==> config.mk <==
export PLATFORM = sky130hd
export DESIGN_NAME = tempo_player_ctrl
export DESIGN_NICKNAME = d
export VERILOG_FILES = /design/src/rtl/tempo_player_ctrl.sv
export SDC_FILE = /design/constraint.sdc
export NUM_CORES = 1
export LEC_CHECK = 0
export ABC_AREA = 1
export ABC_CLOCK_PERIOD_IN_PS = 1600
export BUFFER_PORTS_ARGS = -buffer_cell sky130_fd_sc_hd__buf_2
export CAP_MARGIN = 20
export CORE_MARGIN = 2
export CORE_UTILIZATION = 61
export CTS_BUF_LIST = sky130_fd_sc_hd__clkbuf_4 sky130_fd_sc_hd__clkbuf_8
export DETAILED_ROUTE_END_ITERATION = 8
export GPL_ROUTABILITY_DRIVEN = 0
export PLACE_DENSITY = 0.82
export SYNTH_ARGS = -nofsm -noshare
export SYNTH_HDL_FRONTEND = slang
export SYNTH_SLANG_ARGS = --single-unit
==> constraint.sdc <==
create_clock -name clk -period 1.6 [get_ports clk]
set_input_delay 0.08 -clock clk [delete_from_list [all_inputs] [get_ports clk]]
set_output_delay 0.08 -clock clk [all_outputs]
set_load 0.01 [all_outputs]
==> src/rtl/tempo_player_ctrl.sv <==
// tempo_player_ctrl: beat sequencer with play/pause and four-level tempo.
// Produces the beat index for the music ROM/keyboard module. Beat timing
// is derived from a free-running tick counter on the system clock, with
// the period selected by the current speed level.
module tempo_player_ctrl #(
  parameter int LEN      = 64,
  parameter int BASE_DIV = 4194304
) (
  input  logic        clk,
  input  logic        rst,
  input  logic        play_1p,
  input  logic        speedup_1p,
  input  logic        speeddown_1p,
  output logic [11:0] ibeat,
  output logic        playing,
  output logic [1:0]  speed,
  output logic        beat_tick,
  output logic        song_wrap
);

  // Counter wide enough for the slowest (0.5x) beat period.
  localparam int CW = $clog2(2 * BASE_DIV);

  localparam logic [0:0] ST_PAUSED  = 1'b0;
  localparam logic [0:0] ST_PLAYING = 1'b1;

  localparam logic [11:0] LAST_BEAT = 12'(LEN - 1);

  logic [0:0]    state_reg, state_next;
  logic [1:0]    speed_reg, speed_next;
  logic [CW-1:0] tick_cnt_reg, tick_cnt_next;
  logic [11:0]   ibeat_reg, ibeat_next;
  logic          beat_tick_reg, beat_tick_next;
  logic          song_wrap_reg, song_wrap_next;

  logic          up_ok;
  logic          down_ok;
  logic          terminal;
  logic          is_last;

  // Terminal-count value per speed level: level gi runs at (2*BASE_DIV) >> gi.
  logic [CW-1:0] period_m1 [4];

  genvar gi;
  generate
    for (gi = 0; gi < 4; gi++) begin : g_period
      localparam int PER = (2 * BASE_DIV) >> gi;
      assign period_m1[gi] = CW'(PER - 1);
    end
  endgenerate

  // Next-state logic: speed requests, beat advance and play/pause toggle.
  always_comb begin
    up_ok          = speedup_1p && !speeddown_1p && (speed_reg != 2'd3);
    down_ok        = speeddown_1p && !speedup_1p && (speed_reg != 2'd0);
    terminal       = (state_reg == ST_PLAYING) && (tick_cnt_reg == period_m1[speed_reg]);
    is_last        = (ibeat_reg == LAST_BEAT);

    speed_next     = speed_reg;
    tick_cnt_next  = tick_cnt_reg;
    ibeat_next     = ibeat_reg;
    state_next     = state_reg;
    beat_tick_next = terminal;
    song_wrap_next = terminal && is_last;

    if (up_ok) begin
      speed_next = speed_reg + 2'd1;
    end else if (down_ok) begin
      speed_next = speed_reg - 2'd1;
    end

    // A beat boundary or an effective speed change restarts the period;
    // otherwise count only while playing (pre-toggle state decides).
    if (terminal || up_ok || down_ok) begin
      tick_cnt_next = '0;
    end else if (state_reg == ST_PLAYING) begin
      tick_cnt_next = tick_cnt_reg + CW'(1);
    end

    if (terminal) begin
      ibeat_next = is_last ? 12'd0 : ibeat_reg + 12'd1;
    end

    if (play_1p) begin
      state_next = (state_reg == ST_PLAYING) ? ST_PAUSED : ST_PLAYING;
    end
  end

  // State registers with synchronous reset.
  always_ff @(posedge clk) begin
    if (rst) begin
      state_reg     <= ST_PAUSED;
      speed_reg     <= 2'd1;
      tick_cnt_reg  <= '0;
      ibeat_reg     <= 12'd0;
      beat_tick_reg <= 1'b0;
      song_wrap_reg <= 1'b0;
    end else begin
      state_reg     <= state_next;
      speed_reg     <= speed_next;
      tick_cnt_reg  <= tick_cnt_next;
      ibeat_reg     <= ibeat_next;
      beat_tick_reg <= beat_tick_next;
      song_wrap_reg <= song_wrap_next;
    end
  end

  assign ibeat     = ibeat_reg;
  assign playing   = (state_reg == ST_PLAYING);
  assign speed     = speed_reg;
  assign beat_tick = beat_tick_reg;
  assign song_wrap = song_wrap_reg;

endmodule
* Yosys cells after proc, flatten, opt, wreduce, memory -nomap -nowiden
Cells that the tools add are included.
Cells by class: reduce and logical (&&, ||, !) cells 13, bitwise gates (word level) 1, $lt $le $gt $ge 1, add/subtract/negate cells 4, equality and inequality tests 3, multiplexer cells 7
Operator list (number):
- 23-bit binary-select mux with 2-bit select | 1
- 23-bit two-way mux | 2
- 23-bit by 1-bit adder with 23-bit output, second input constant | 1
- 23-bit == test | 1
- 12-bit by 1-bit adder with 12-bit output, second input constant | 1
- 12-bit by 6-bit == test with 1-bit output, second input constant | 1
- 12-bit two-way mux | 1
- 1-bit logical AND | 6
- 2-bit two-way mux | 2
- 2-bit nonzero test | 2
- 3-bit greater-or-equal comparator, second input constant | 1
- 2-bit inverter with 3-bit output | 1
- 2-bit by 1-bit adder with 2-bit output, second input constant | 1
- 1-bit zero test | 2
- 1-bit logical OR | 2
- 2-bit != test, second input constant | 1
- 2-bit OR reduction | 1
- 2-bit by 1-bit subtractor with 2-bit output, second input constant | 1
- 1-bit two-way mux | 1
Word-level totals: word-level logic and storage cells 35, register bits after elaboration 40, bits of input ports 5

* Logic depth before layout (Yosys ltp)
depth after elaboration 9, depth in mapped cells 11, gate-level depth less buffers 10

* Worst setup path after synthesis
Ideal clock, no wire load.
path type flip-flop to flip-flop, start point register ibeat_reg[0], in the netlist ibeat[0], end point register ibeat_reg[0], in the netlist ibeat[0], setup slack 0.036 ns, stages on the path, launching flop included 9, arrival time 1.450 ns, data required time 1.486 ns, period minus slack after synthesis 1.564 ns, buffers on the path 0, cells stage by stage dfxtp_1 -> ha_1 -> nand2_1 -> nor2_1 -> nand2_1 -> nor3_4 -> inv_2 -> a21oi_1 -> nor2_1
On the way: word-level cells in the longest chain between the ends 2, elaborated cells on any way between the ends 3, those cells by class 1 x add/sub; 1 x eq/ne; 1 x mux
Ends and longest elaborated chain:
- from (decl) | RTL line 32 | logic [11:0] ibeat_reg, ibeat_next;
- from (signal assigned) | RTL line 102 | ibeat_reg <= ibeat_next;
- 12-bit by 1-bit adder with 12-bit output / 12-bit by 6-bit == test with 1-bit output (equally long branches) | RTL line 81, 57
- 12-bit two-way mux (*) | RTL line 81 | ibeat_next = is_last ? 12'd0 : ibeat_reg + 12'd1;
Every way passes the cells marked *; elsewhere a longest branch is shown, timed or not. A chain may end at the register's enable or synchronous reset.

* Worst setup path after layout
start point register ibeat_reg[1], in the netlist ibeat[1], end point register ibeat_reg[0], in the netlist ibeat[0]
On the way: word-level cells in the longest chain between the ends 2
Ends and longest elaborated chain:
- 12-bit by 6-bit == test with 1-bit output | RTL line 57 | is_last = (ibeat_reg == LAST_BEAT);
- 12-bit two-way mux | RTL line 81
No other way between the ends.

==> results.ini <==
[placement]
place_area_um2=2490
io_buffers=21
hpwlAfterDp_um=3590

[sta]
setup_viol=0
finalCritPeriodShare_pct=97.1
whs_ps=24.9
slew_headroom_pct=78.8
slew_violations=0
clock.fmax_ghz=0.644
hold_viol=0
finClkSkew_ps=6.59
worst_pin_slew_ps=316
min_period_ps=1550

[drt]
vias=2190
dr.pass1.iters=4
avgViaCountPerCell=5.18
avgRoutedWirePerCell_um=12.2
drt-total-wl_um=5150
drtIter0Drc=116
drc=0
ant_nets=0

[synthesis]
synth_edf_count=0
synth_top_area_cell=dfxtp_1
synth_top_cells_by_count=nand2_1 (77), nor2_1 (64), dfxtp_1 (40)
ys_warn_count=0
synthCells=332
synthArstFlopShare_pct=0
syn_area_um2=2270
avgSynthCellArea_um2=6.84
synth_top_area_share_pct=35.2
yosys_register_bits=40
syn-num-nets=339
synth.distinct_cells=32
synthTopCellsByArea=dfxtp_1 (35%), nand2_1 (13%), nor2_1 (11%), inv_1 (5.6%), nand3_1 (4.6%)
yosysMostFrequentCell=nand2_1
synth_ff_type=dfxtp_1
ys_seq_area_share_pct=35.2

[layout]
post-route-cell-area_um2=2740
final_layout_size_suffix_gt1_share_pct=29.6
largest_reg_flops=23
area_growth_syn_to_layout_pct=20.5
nets=381
antenna_cells=0

[setup_path]
worstSetupPathType=reg2reg
crit_chain=ha_2, nand2_1, nor2_2, nand2_2, nor3_4, inv_4, a21oi_2, nor2_1
critPathLaunchType=flop
worst_r2r_endpoint=ibeat[0]
cp_slowest_cell=dfxtp_2
reg2reg_slack_ps=50
rr_startpoint=ibeat[1]
critPathMaxStageDelay_ps=340
critPathBufInv=1
rr_worst_depth=8
cpLargestDelayFamily=simple AND/OR/NAND/NOR gates
cp.arrival_ps=1750
worst-path-max-fanout=8
cp.required_ps=1790
cp-end-kind=flop

[hold_path]
hp-start=play_1p
hold_path.class=in2reg
min_path_cells=3
holdPathEnd=playing

[outcome]
status=complete, no violations

[power]
irDropWorstVdd_v=0.000621
p_per_area_nw_per_um2=691
p_total_mw=1.89
total_leakage_power_nw=1.04

[clocking]
cts_buffers=5
clock-sinks=40
cts_buffer_depth=2
cts_max_level=2
clkTransAtPathRegs_ps=70
ctsRootBufferMaster=clkbuf_8
insertion_delay_ps=300
cts_tree=done

[floorplanning]
die_area_um2=4230
die_w_um=65.0
core_um2=3630
initial_core_util_pct=62.5
rows=22
die_h_um=65.0
num_io_pins=22

[global_route]
grt_pass1_vias=1891
grt_pass1_wl_um=8510
grt_overflow=0
grt_use_total_pct=25.7
antenna_found_initial=0
grt_max_degree=23

[flow_run]
maxCapViolations=0

## worst min-delay path: stages
cell and delay (ps):
buf_2 80, xnor2_1 50, nor2_1 70
## layout make-up
| class | instances | area (um2) |
|---|---|---|
| Multi-Input combinational cell | 249 | 1330 |
| Fill cell | 284 | 896 |
| Sequential cell | 40 | 817 |
| Timing Repair Buffer | 42 | 292 |
| Inverter | 36 | 138 |
| Clock buffer | 8 | 97.6 |
| Tap cell | 48 | 60.1 |
## repair_timing
| action | in CTS | in global routing |
|---|---|---|
| hold endpoints to repair | 0 | 0 |
| hold buffers | 0 | 0 |
| buffers inserted | 1 | 6 |
| gates resized for setup | 4 | 29 |
| gates cloned | 0 | 0 |
| endpoints found under the setup margin | 1 | 35 |
| pin swaps | 1 | 6 |
## where the power goes
part           total, mW  switching [mW]  internal [mW]
Sequential          1.03          0.0199           1.01
Combinational      0.131          0.0771         0.0539
Clock              0.732           0.346          0.386
Total               1.89           0.443           1.45
## placed cells by master, fill, tap and decap left out, types with 2 or more instances in the layout
cell	Yosys	layout
nand3_2	3	4
nor3b_2	2	2
nand3b_1	2	2
nor3_1	4	3
clkbuf_4	0	2
dfxtp_2	0	13
o21ai_2	1	2
nand2_2	10	10
a21oi_1	16	14
a21oi_2	0	2
nor2_1	64	59
clkbuf_8	0	6
dfxtp_1	40	27
nor3b_1	2	2
o21ai_1	2	3
xor2_1	5	5
xnor2_1	9	9
o21ai_0	4	2
or2_2	4	4
nor2_2	6	10
buf_4	2	18
buf_2	0	21
nand4_1	4	4
nor2_4	5	6
nand3_1	21	20
buf_12	0	2
inv_1	34	34
nand2_1	77	76
## how the worst max path moves through the flow
stage | slack [ps] | cells past startpoint | end | start
2_1_floorplan | 40 | 8 | ibeat[0] | ibeat[0]
3_3_place_gp | 50 | 8 | ibeat[7] | tick_cnt_reg[0]
3_5_place_dp | 10 | 10 | ibeat[7] | tick_cnt_reg[0]
4_1_cts | 2 | 8 | ibeat[0] | ibeat[1]
5_1_grt | -70 | 10 | ibeat[7] | tick_cnt_reg[0]
6_report | 50 | 8 | ibeat[0] | ibeat[1]
## kinds of logic (layout without fill, tap and decap cells)
logic type	Yosys count	in the layout	synth area share, %
flip-flops	40	40	35.2
adder cells (fa/ha/maj)	2	2	1.10
buffers and inverters	43	86	8.76
AO/OA/AOI/OAI	24	24	5.62
multiplexers	1	1	0.441
XOR/XNOR	14	14	5.40
AND/OR/NAND/NOR	208	208	43.4
## routing by layer
| layer | track usage (%) | part of all wire, % |
|---|---|---|
| met1 | 35.3 | 47 |
| met2 | 39.8 | 48 |
| met3 | 5.56 | 3.5 |
| met4 | 9.38 | 1.5 |
| met5 | 0 | 0 |
## metrics by stage
step / std cells / worst slack (ps) / util, % / TNS (ps)
2_1_floorplan: 332 / 36.3 / - / 0
3_3_place_gp: 408 / 47.1 / 68.6 / 0
3_5_place_dp: 408 / 11.8 / 68.6 / 0
4_1_cts: 417 / 1.84 / 71.7 / 0
5_1_grt: 423 / -74.2 / 75.3 / -273
6_report: 423 / 46.3 / 75.3 / 0
Power figures use the tool's default switching activity.
